===== src/rtl/hm_tx_mrd_if.sv =====
// TRN transmit bundle between the MRd requester and the PCIe core.
//   master : requester side (drives beat data/framing, observes core status)
//   slave  : core side (drives link/buffer/ready status, consumes beats)
// Signals:
//   trn_lnk_up_n    link up, active-low
//   trn_tbuf_av     transmit buffer availability, bit 1 = non-posted credit
//   trn_tdst_rdy_n  core accepts beat when 0
//   trn_td          64-bit beat, first DW in [63:32]
//   trn_trem_n      0: all 8 bytes valid, 1: only [63:32] valid
//   trn_tsof_n / trn_teof_n / trn_tsrc_rdy_n  framing, active-low
//   trn_tsrc_dsc_n / trn_terrfwd_n            discontinue / error-forward, active-low
interface hm_tx_mrd_if;
    logic        trn_lnk_up_n;
    logic [5:0]  trn_tbuf_av;
    logic        trn_tdst_rdy_n;
    logic [63:0] trn_td;
    logic        trn_trem_n;
    logic        trn_tsof_n;
    logic        trn_teof_n;
    logic        trn_tsrc_rdy_n;
    logic        trn_tsrc_dsc_n;
    logic        trn_terrfwd_n;

    modport master (
        input  trn_lnk_up_n, trn_tbuf_av, trn_tdst_rdy_n,
        output trn_td, trn_trem_n, trn_tsof_n, trn_teof_n, trn_tsrc_rdy_n,
               trn_tsrc_dsc_n, trn_terrfwd_n
    );

    modport slave (
        output trn_lnk_up_n, trn_tbuf_av, trn_tdst_rdy_n,
        input  trn_td, trn_trem_n, trn_tsof_n, trn_teof_n, trn_tsrc_rdy_n,
               trn_tsrc_dsc_n, trn_terrfwd_n
    );
endinterface


===== src/rtl/hm_tx_mrd.sv =====
// Memory Read requester on the Virtex-6 PCIe TRN transmit interface.
// On tx_start the host region (hm_addr, hm_len_dw) is split into MRd TLPs of
// at most MAX_RD_DW DW that never cross a 4 KB page. 3DW headers are used
// while the address fits in 32 bits, 4DW otherwise. Each TLP is two beats.
// Ports:
//   trn_clk, sys_rst        clock, asynchronous active-high reset
//   trn                     TRN transmit bundle (master side)
//   tx_start                pulse: latch hm_addr / hm_len_dw (IDLE only)
//   hm_addr, hm_len_dw      byte address (DW aligned) and length in DW
//   abort                   stop after the TLP in flight
//   tx_end                  pulse when the request sequence is finished
//   cfg_bus/device/function_number  requester ID
//   stat_trn_cpt_tx         count of accepted TLPs (wraps)
//   stat_state              current FSM state
module hm_tx_mrd #(
    parameter int MAX_RD_DW = 128
) (
    input  logic              trn_clk,
    input  logic              sys_rst,
    hm_tx_mrd_if.master       trn,
    input  logic              tx_start,
    input  logic [63:0]       hm_addr,
    input  logic [10:0]       hm_len_dw,
    input  logic              abort,
    output logic              tx_end,
    input  logic [7:0]        cfg_bus_number,
    input  logic [4:0]        cfg_device_number,
    input  logic [2:0]        cfg_function_number,
    output logic [31:0]       stat_trn_cpt_tx,
    output logic [1:0]        stat_state
);

    typedef enum logic [1:0] {
        IDLE = 2'b00,
        CALC = 2'b01,
        HDR0 = 2'b10,
        HDR1 = 2'b11
    } state_t;

    localparam logic [10:0] MAX_DW = 11'(MAX_RD_DW);

    state_t      state_reg;
    logic [61:0] cur_addr_reg;     // DW address
    logic [10:0] rem_reg;
    logic [10:0] chunk_reg;
    logic [7:0]  tag_reg;
    logic        abort_reg;
    logic        tx_end_reg;
    logic [31:0] stat_reg;
    logic [63:0] td_reg;
    logic        trem_n_reg;
    logic        tsof_n_reg;
    logic        teof_n_reg;
    logic        tsrc_rdy_n_reg;

    logic [10:0] page_left;
    logic [10:0] chunk_next;
    logic        is_4dw;
    logic [15:0] req_id;
    logic [31:0] dw0;
    logic [31:0] dw1;
    logic [63:0] hdr1_td;
    logic        unused_bits;

    // DW left before the next 4 KB boundary: 1..1024
    assign page_left = 11'd1024 - {1'b0, cur_addr_reg[9:0]};

    always_comb begin
        chunk_next = rem_reg;
        if (MAX_DW < chunk_next) begin
            chunk_next = MAX_DW;
        end
        if (page_left < chunk_next) begin
            chunk_next = page_left;
        end
    end

    assign is_4dw = |cur_addr_reg[61:30];
    assign req_id = {cfg_bus_number, cfg_device_number, cfg_function_number};

    // fmt in [30:29], type MRd = 0, TC/TD/EP/attr = 0; a 1024 DW chunk encodes as length 0
    assign dw0 = {1'b0, 1'b0, is_4dw, 5'b00000, 14'h0, chunk_next[9:0]};
    assign dw1 = {req_id, tag_reg, (chunk_next == 11'd1) ? 4'h0 : 4'hF, 4'hF};

    // Second beat: address only (3DW leaves the low half unused)
    assign hdr1_td = is_4dw ? {cur_addr_reg[61:30], cur_addr_reg[29:0], 2'b00}
                            : {cur_addr_reg[29:0], 2'b00, 32'h0};

    assign unused_bits = ^{trn.trn_tbuf_av[5:2], trn.trn_tbuf_av[0], hm_addr[1:0]};

    always_ff @(posedge trn_clk or posedge sys_rst) begin
        if (sys_rst) begin
            state_reg      <= IDLE;
            cur_addr_reg   <= '0;
            rem_reg        <= '0;
            chunk_reg      <= '0;
            tag_reg        <= '0;
            abort_reg      <= 1'b0;
            tx_end_reg     <= 1'b0;
            stat_reg       <= '0;
            td_reg         <= '0;
            trem_n_reg     <= 1'b1;
            tsof_n_reg     <= 1'b1;
            teof_n_reg     <= 1'b1;
            tsrc_rdy_n_reg <= 1'b1;
        end else begin
            tx_end_reg <= 1'b0;

            // Abort is remembered until the sequence returns to IDLE
            if (state_reg == IDLE) begin
                abort_reg <= 1'b0;
            end else if (abort) begin
                abort_reg <= 1'b1;
            end

            case (state_reg)
                IDLE: begin
                    if (tx_start) begin
                        if (trn.trn_lnk_up_n || (hm_len_dw == 11'd0)) begin
                            tx_end_reg <= 1'b1;
                        end else begin
                            cur_addr_reg <= hm_addr[63:2];
                            rem_reg      <= hm_len_dw;
                            state_reg    <= CALC;
                        end
                    end
                end

                CALC: begin
                    if (trn.trn_lnk_up_n || (rem_reg == 11'd0) || abort_reg || abort) begin
                        tx_end_reg <= 1'b1;
                        state_reg  <= IDLE;
                    end else if (trn.trn_tbuf_av[1]) begin
                        chunk_reg      <= chunk_next;
                        td_reg         <= {dw0, dw1};
                        trem_n_reg     <= 1'b0;
                        tsof_n_reg     <= 1'b0;
                        teof_n_reg     <= 1'b1;
                        tsrc_rdy_n_reg <= 1'b0;
                        state_reg      <= HDR0;
                    end
                end

                HDR0, HDR1: begin
                    if (trn.trn_lnk_up_n) begin
                        // Link lost: drop the TLP and finish
                        td_reg         <= '0;
                        trem_n_reg     <= 1'b1;
                        tsof_n_reg     <= 1'b1;
                        teof_n_reg     <= 1'b1;
                        tsrc_rdy_n_reg <= 1'b1;
                        tx_end_reg     <= 1'b1;
                        state_reg      <= IDLE;
                    end else if (!trn.trn_tdst_rdy_n) begin
                        if (state_reg == HDR0) begin
                            td_reg     <= hdr1_td;
                            trem_n_reg <= !is_4dw;
                            tsof_n_reg <= 1'b1;
                            teof_n_reg <= 1'b0;
                            state_reg  <= HDR1;
                        end else begin
                            cur_addr_reg   <= cur_addr_reg + {51'h0, chunk_reg};
                            rem_reg        <= rem_reg - chunk_reg;
                            tag_reg        <= tag_reg + 8'd1;
                            stat_reg       <= stat_reg + 32'd1;
                            td_reg         <= '0;
                            trem_n_reg     <= 1'b1;
                            tsof_n_reg     <= 1'b1;
                            teof_n_reg     <= 1'b1;
                            tsrc_rdy_n_reg <= 1'b1;
                            state_reg      <= CALC;
                        end
                    end
                end

                default: state_reg <= IDLE;
            endcase
        end
    end

    assign trn.trn_td         = td_reg;
    assign trn.trn_trem_n     = trem_n_reg;
    assign trn.trn_tsof_n     = tsof_n_reg;
    assign trn.trn_teof_n     = teof_n_reg;
    assign trn.trn_tsrc_rdy_n = tsrc_rdy_n_reg;
    assign trn.trn_tsrc_dsc_n = 1'b1;
    assign trn.trn_terrfwd_n  = 1'b1;

    assign tx_end          = tx_end_reg;
    assign stat_trn_cpt_tx = stat_reg;
    assign stat_state      = state_reg;

endmodule


===== src/flat_wrapper.sv =====
// flat-port wrapper written by rule: the top's interface ports become plain ports
module hm_tx_mrd_flat 
#(
    parameter int MAX_RD_DW = 128
)
  (trn_clk, sys_rst, tx_start, hm_addr, hm_len_dw, abort, tx_end, cfg_bus_number, cfg_device_number, cfg_function_number, stat_trn_cpt_tx, stat_state, trn_trn_lnk_up_n, trn_trn_tbuf_av, trn_trn_tdst_rdy_n, trn_trn_td, trn_trn_trem_n, trn_trn_tsof_n, trn_trn_teof_n, trn_trn_tsrc_rdy_n, trn_trn_tsrc_dsc_n, trn_trn_terrfwd_n);
  hm_tx_mrd_if trn_i ();
  input  logic trn_clk;
  input  logic sys_rst;
  input  logic tx_start;
  input  logic [63:0] hm_addr;
  input  logic [10:0] hm_len_dw;
  input  logic abort;
  output logic tx_end;
  input  logic [7:0] cfg_bus_number;
  input  logic [4:0] cfg_device_number;
  input  logic [2:0] cfg_function_number;
  output logic [31:0] stat_trn_cpt_tx;
  output logic [1:0] stat_state;
  input wire logic [$bits(trn_i.trn_lnk_up_n)-1:0] trn_trn_lnk_up_n;
  input wire logic [$bits(trn_i.trn_tbuf_av)-1:0] trn_trn_tbuf_av;
  input wire logic [$bits(trn_i.trn_tdst_rdy_n)-1:0] trn_trn_tdst_rdy_n;
  output wire logic [$bits(trn_i.trn_td)-1:0] trn_trn_td;
  output wire logic [$bits(trn_i.trn_trem_n)-1:0] trn_trn_trem_n;
  output wire logic [$bits(trn_i.trn_tsof_n)-1:0] trn_trn_tsof_n;
  output wire logic [$bits(trn_i.trn_teof_n)-1:0] trn_trn_teof_n;
  output wire logic [$bits(trn_i.trn_tsrc_rdy_n)-1:0] trn_trn_tsrc_rdy_n;
  output wire logic [$bits(trn_i.trn_tsrc_dsc_n)-1:0] trn_trn_tsrc_dsc_n;
  output wire logic [$bits(trn_i.trn_terrfwd_n)-1:0] trn_trn_terrfwd_n;
  assign trn_i.trn_lnk_up_n = trn_trn_lnk_up_n;
  assign trn_i.trn_tbuf_av = trn_trn_tbuf_av;
  assign trn_i.trn_tdst_rdy_n = trn_trn_tdst_rdy_n;
  assign trn_trn_td = trn_i.trn_td;
  assign trn_trn_trem_n = trn_i.trn_trem_n;
  assign trn_trn_tsof_n = trn_i.trn_tsof_n;
  assign trn_trn_teof_n = trn_i.trn_teof_n;
  assign trn_trn_tsrc_rdy_n = trn_i.trn_tsrc_rdy_n;
  assign trn_trn_tsrc_dsc_n = trn_i.trn_tsrc_dsc_n;
  assign trn_trn_terrfwd_n = trn_i.trn_terrfwd_n;
  hm_tx_mrd #(.MAX_RD_DW(MAX_RD_DW)) u_core (.trn_clk(trn_clk), .sys_rst(sys_rst), .trn(trn_i), .tx_start(tx_start), .hm_addr(hm_addr), .hm_len_dw(hm_len_dw), .abort(abort), .tx_end(tx_end), .cfg_bus_number(cfg_bus_number), .cfg_device_number(cfg_device_number), .cfg_function_number(cfg_function_number), .stat_trn_cpt_tx(stat_trn_cpt_tx), .stat_state(stat_state));
endmodule

===== config.mk =====
export PLATFORM = sky130hd
export DESIGN_NAME = hm_tx_mrd_flat
export DESIGN_NICKNAME = d
export VERILOG_FILES = /design/src/rtl/hm_tx_mrd_if.sv /design/src/rtl/hm_tx_mrd.sv /design/src/flat_wrapper.sv
export SDC_FILE = /design/constraint.sdc
export NUM_CORES = 1
export LEC_CHECK = 0
export ABC_AREA = 1
export BUFFER_PORTS_ARGS = -buffer_cell sky130_fd_sc_hd__buf_2
export CAP_MARGIN = 10
export CORE_MARGIN = 3
export CORE_UTILIZATION = 50
export DETAILED_ROUTE_END_ITERATION = 10
export PLACE_DENSITY = 0.74
export SYNTH_ARGS = -nofsm -noshare
export SYNTH_HDL_FRONTEND = slang
export SYNTH_SLANG_ARGS = --single-unit

===== constraint.sdc =====
create_clock -name trn_clk -period 10.3 [get_ports trn_clk]
set_input_delay 2.575 -clock trn_clk [delete_from_list [all_inputs] [get_ports trn_clk]]
set_output_delay 2.575 -clock trn_clk [all_outputs]
set_load 0.02 [all_outputs]

==> flow_results.org <==
** Setup path
- STA classifies the critical path endpoint as a register.
- Traced cell by cell, the critical path runs through buf_2 -> nor3_1 -> nand2_1 -> nand2_1 -> nand3_1 -> nor2_4 -> buf_4 -> inv_2 -> nor2_2 -> inv_1 -> o21ai_0.
- Maximum single-stage delay on the critical path :: 0.58 ns
- Critical path depth in cells :: 11
- Depth of the worst register-to-register path :: 12
- In this design, the largest share of critical-path delay is due to buffers and inverters.
- STA puts the critical path data required time at 10.65 ns.
- Most numerous cell on the critical path :: sky130_fd_sc_hd__nand2_1
- In this run the critical register-to-register path is launched from u_core.stat_state[0].
- Worst setup startpoint :: trn_trn_lnk_up_n
- Critical path's slowest cell :: sky130_fd_sc_hd__buf_4
- CP Data Arrival Time :: 5.26 ns
- The worst setup path is launched from a primary input.
- In this run the worst path has a maximum fanout of 75.
- Counting both buffers and inverters, the worst setup path holds a total of 4.
- Worst Setup Path Type :: in2reg

** Synth
- Synthesis instantiated 55 different standard cells from the library.
- Main area contributors after synthesis :: sky130_fd_sc_hd__dfrtp_1 (38%), sky130_fd_sc_hd__nand2_1 (12%), sky130_fd_sc_hd__nor2_1 (5.8%)
- In the synthesized netlist the dominant register cell turns out to be sky130_fd_sc_hd__dfrtp_1.
- Count of flip-flops with a built-in enable after synthesis :: 0
- Of the post-synthesis cell area, the dominant cell type holds 0.379.
- Mapped Area :: 12600 µm²
- Of all flip-flops after synthesis, the portion carrying an async set or reset was 1.00.
- Cell count after synthesis :: 1726
- Cell type with the highest aggregate area in the netlist :: sky130_fd_sc_hd__dfrtp_1
- For this run, the register share of the synthesized area comes to 0.387.
- In this run, synthesis produced a sequential element count of 195.
- Synth warn :: 0
- A synthesized cell averages 7.31 µm².

** Min path
- Along the worst hold path, the cell count comes to 2.
- The path class of the tightest hold or removal check is reg2reg.
- In this run the most critical hold path is launched from u_core.trn.trn_tsof_n.

** Clock network
- After clock tree synthesis, the setup repair step added 0 buffers.
- The tree is rooted in a sky130_fd_sc_hd__clkbuf_16.
- The clock reaches the later pin of the worst-skew pair after 0.44 ns.
- Number of H-tree levels :: 4
- Count of clock tree sinks :: 195
- Clock-pin slew was measured on the worst setup and hold paths at 0.08 ns.
- For this design, the CTS-stage hold fixing added 0 buffers.
- Cts bufs inserted :: 17
- The clock passes through at most 2 buffers.
- The number of gates resized after CTS was 0.
- TritonCTS built the clock tree.

** Place
- # placed instances :: 2185
- Routability-driven placement finished with a final weighted congestion of 0.991.
- In this run the tool buffered the top-level ports with 198 buffer cells.
- DPL Wire Length :: 29800 µm

** Die
- For this design the top-level I/O count stands at 208.
- From left edge to right edge, the die measures 165 µm.
- The initialized floorplan defines 57 standard-cell rows.
- For this configuration, the core starts out at a cell density of 0.515.
- In this run the vertical extent of the chip is 165 µm.
- Core box area :: 24500 µm²
- The floorplan step defined a die boundary enclosing 27200 µm².

** STA
- Dividing the final minimum period by the clock period gives 0.477.
- Final min period :: 4.91 ns
- RSZ-0062 raised after global routing :: no
- Headroom to the max-slew limit came out at 0.350.
- Hold slack final :: 0.468 ns
- Number of pins exceeding their max-slew limit in the final report :: 0
- Max Fclk :: 204 MHz
- Final setup viols :: 0
- At the pin with the least slew margin, the transition time is 0.974 ns.
- Between clock sinks in the finished design, the worst skew comes to 0.0115 ns.
- Setup total negative slack on the finished layout was measured at 0 ns.
- The count of endpoints failing hold in the final timing report is 0.

** Finish
- Fraction of final layout cells with drive strength greater than 1 :: 0.167
- The register with the most flip-flops in the layout has 63 of them.
- Register Area :: 4880 µm²
- The filler cells instantiated in the layout total 2371.
- Area occupied by multi-input gates :: 6730 µm²
- NumNets Final :: 2023
- The finished layout holds 2217 standard cells, fillers aside.
- Most common cell after layout, fill and taps aside :: sky130_fd_sc_hd__nand2_1
- 0 antenna diodes ended up in the layout.
- Finished Core Util :: 0.584
- Leaving out fill and tap cells, the most frequent cells in the layout are sky130_fd_sc_hd__nand2_1 (396), sky130_fd_sc_hd__buf_2 (198), sky130_fd_sc_hd__nor2_1 (194).
- Relative to the synthesized area, the layout overhead comes to 13.5%.

** Route
- The first routing iteration left 1356 violations.
- DRC :: 0
- The count of nets left with antenna violations once routing finished came out at 0.
- Routed wire per std cell :: 18.0 µm
- In the routed layout, each cell is associated on average with a via count of 5.66.
- For this block, the via count after detailed routing is 12539.
- The final layout contains routed wiring with a total length of 39800 µm.
- Detailed Routing Iterations Pass 1 :: 5

** GRT
- The first global-routing pass estimated 63000 µm of wire.
- Busiest layer in global routing :: met2
- The initial antenna violation count came to 5.
- For met2 alone, demand over resource in global routing was 0.442.
- The via count of the first global-routing pass is 11819.
- Entering global routing, the biggest net connects 122 pins.
- Leftover overflow at the end of global routing :: 0
- For met3 alone, demand over resource in global routing was 0.0534.
- Across every metal layer, demand over resource in global routing totals 0.295.
- For met1 alone, demand over resource in global routing was 0.433.

** Run
- Max-cap viol count :: 0

** Power
- For this design the static power due to leakage is 6.80 nW.
- The worst-case IR drop observed on VDD is 0.000195 V.
- For this design the ratio of total power to cell area is 304 nW/µm².

** Status
- The flow ran to the end, and the final reports show no timing, DRC or antenna violations.
-- layout make-up --
cell class,instances,area share
Tap cell,324,0.0283
Clock inverter,13,0.00943
Clock buffer,19,0.0309
Sequential cell,195,0.341
Timing Repair Buffer,206,0.0734
Inverter,179,0.0475
Multi-Input combinational cell,1281,0.469
-- power by group --
part           internal (mW)  total [mW]  switching (mW)
registers               1.05        1.47           0.420
logic                  0.729        2.22            1.49
clock network          0.349       0.674           0.324
-- metal layers --
metal | vias up | wire length, µm | share of wire
li1 | 6032 | - | -
met1 | 5881 | 18100 | 0.45
met2 | 540 | 17100 | 0.43
met3 | 76 | 3570 | 0.090
met4 | 10 | 1020 | 0.026
met5 | - | 62 | 0.0016
-- cells in the mapped netlist, types with 2 or more instances --
| master | n |
|---|---|
| sky130_fd_sc_hd__a21oi_1 | 113 |
| sky130_fd_sc_hd__inv_1 | 165 |
| sky130_fd_sc_hd__xor2_1 | 41 |
| sky130_fd_sc_hd__nand4_1 | 37 |
| sky130_fd_sc_hd__buf_2 | 25 |
| sky130_fd_sc_hd__nand2_2 | 5 |
| sky130_fd_sc_hd__nand3_2 | 3 |
| sky130_fd_sc_hd__fa_1 | 2 |
| sky130_fd_sc_hd__nand3_1 | 108 |
| sky130_fd_sc_hd__o221ai_1 | 2 |
| sky130_fd_sc_hd__nor3_1 | 31 |
| sky130_fd_sc_hd__inv_2 | 14 |
| sky130_fd_sc_hd__nor4_1 | 17 |
| sky130_fd_sc_hd__nor2_2 | 15 |
| sky130_fd_sc_hd__nand2_1 | 396 |
| sky130_fd_sc_hd__buf_4 | 11 |
| sky130_fd_sc_hd__a31oi_1 | 42 |
| sky130_fd_sc_hd__nand4_2 | 2 |
| sky130_fd_sc_hd__xnor2_1 | 22 |
| sky130_fd_sc_hd__o211ai_1 | 21 |
| sky130_fd_sc_hd__o21ai_2 | 4 |
| sky130_fd_sc_hd__nor2_1 | 196 |
| sky130_fd_sc_hd__o22ai_1 | 7 |
| sky130_fd_sc_hd__nor2_4 | 5 |
| sky130_fd_sc_hd__ha_1 | 38 |
| sky130_fd_sc_hd__a21oi_2 | 2 |
| sky130_fd_sc_hd__nor3_4 | 4 |
| sky130_fd_sc_hd__o31ai_1 | 3 |
| sky130_fd_sc_hd__nor3_2 | 7 |
| sky130_fd_sc_hd__buf_1 | 6 |
| sky130_fd_sc_hd__clkbuf_1 | 30 |
| sky130_fd_sc_hd__o21ai_1 | 38 |
| sky130_fd_sc_hd__a22oi_1 | 3 |
| sky130_fd_sc_hd__dfstp_2 | 4 |
| sky130_fd_sc_hd__o21bai_1 | 3 |
| sky130_fd_sc_hd__nand2_4 | 3 |
| sky130_fd_sc_hd__nor4_2 | 3 |
| sky130_fd_sc_hd__o21ai_0 | 86 |
| sky130_fd_sc_hd__dfrtp_1 | 191 |
| sky130_fd_sc_hd__and2_1 | 2 |
| sky130_fd_sc_hd__nand3b_1 | 2 |
| sky130_fd_sc_hd__a21boi_0 | 4 |
-- worst min-delay path, delay by kind of cell (launching register included) --
| kind | cells | cell delay, ns |
|---|---|---|
| simple gates | 2 | 0.09 |
| flops | 1 | 0.37 |
-- path summary, 6_finish.rpt --
path / end / slack, ns
hold / removal: u_core.trn.trn_tsof_n / 0.47
min in group asynchronous: u_core.trn.trn_td[52] / 2.26
hold reg to reg: u_core.trn.trn_tsof_n / 0.47
setup reg to reg: u_core.trn.trn_td[63] / 5.41
setup / recovery: u_core.trn.trn_td[63] / 5.39
max in group asynchronous: u_core.chunk_reg[10] / 6.52
-- stage by stage --
stage	setup WS [ns]	power [mW]	instance area, µm²
5_1_grt	5.00	4.71	14300
4_1_cts	5.40	4.33	14300
2_1_floorplan	2.42	2.99	12600
6_report	5.39	4.36	14300
3_5_place_dp	4.94	3.64	13700
3_3_place_gp	4.99	3.59	13700
-- cells by family after synthesis --
family	after synthesis	share of synthesized area
AND/OR/NAND/NOR	841	0.298
AO/OA/AOI/OAI	332	0.147
buffers and inverters	254	0.0828
flip-flops	195	0.387
XOR/XNOR	63	0.0437
adder cells (fa/ha/maj)	40	0.0408
other	1	0.000297
No activity file was read; power rests on OpenSTA's default activity.
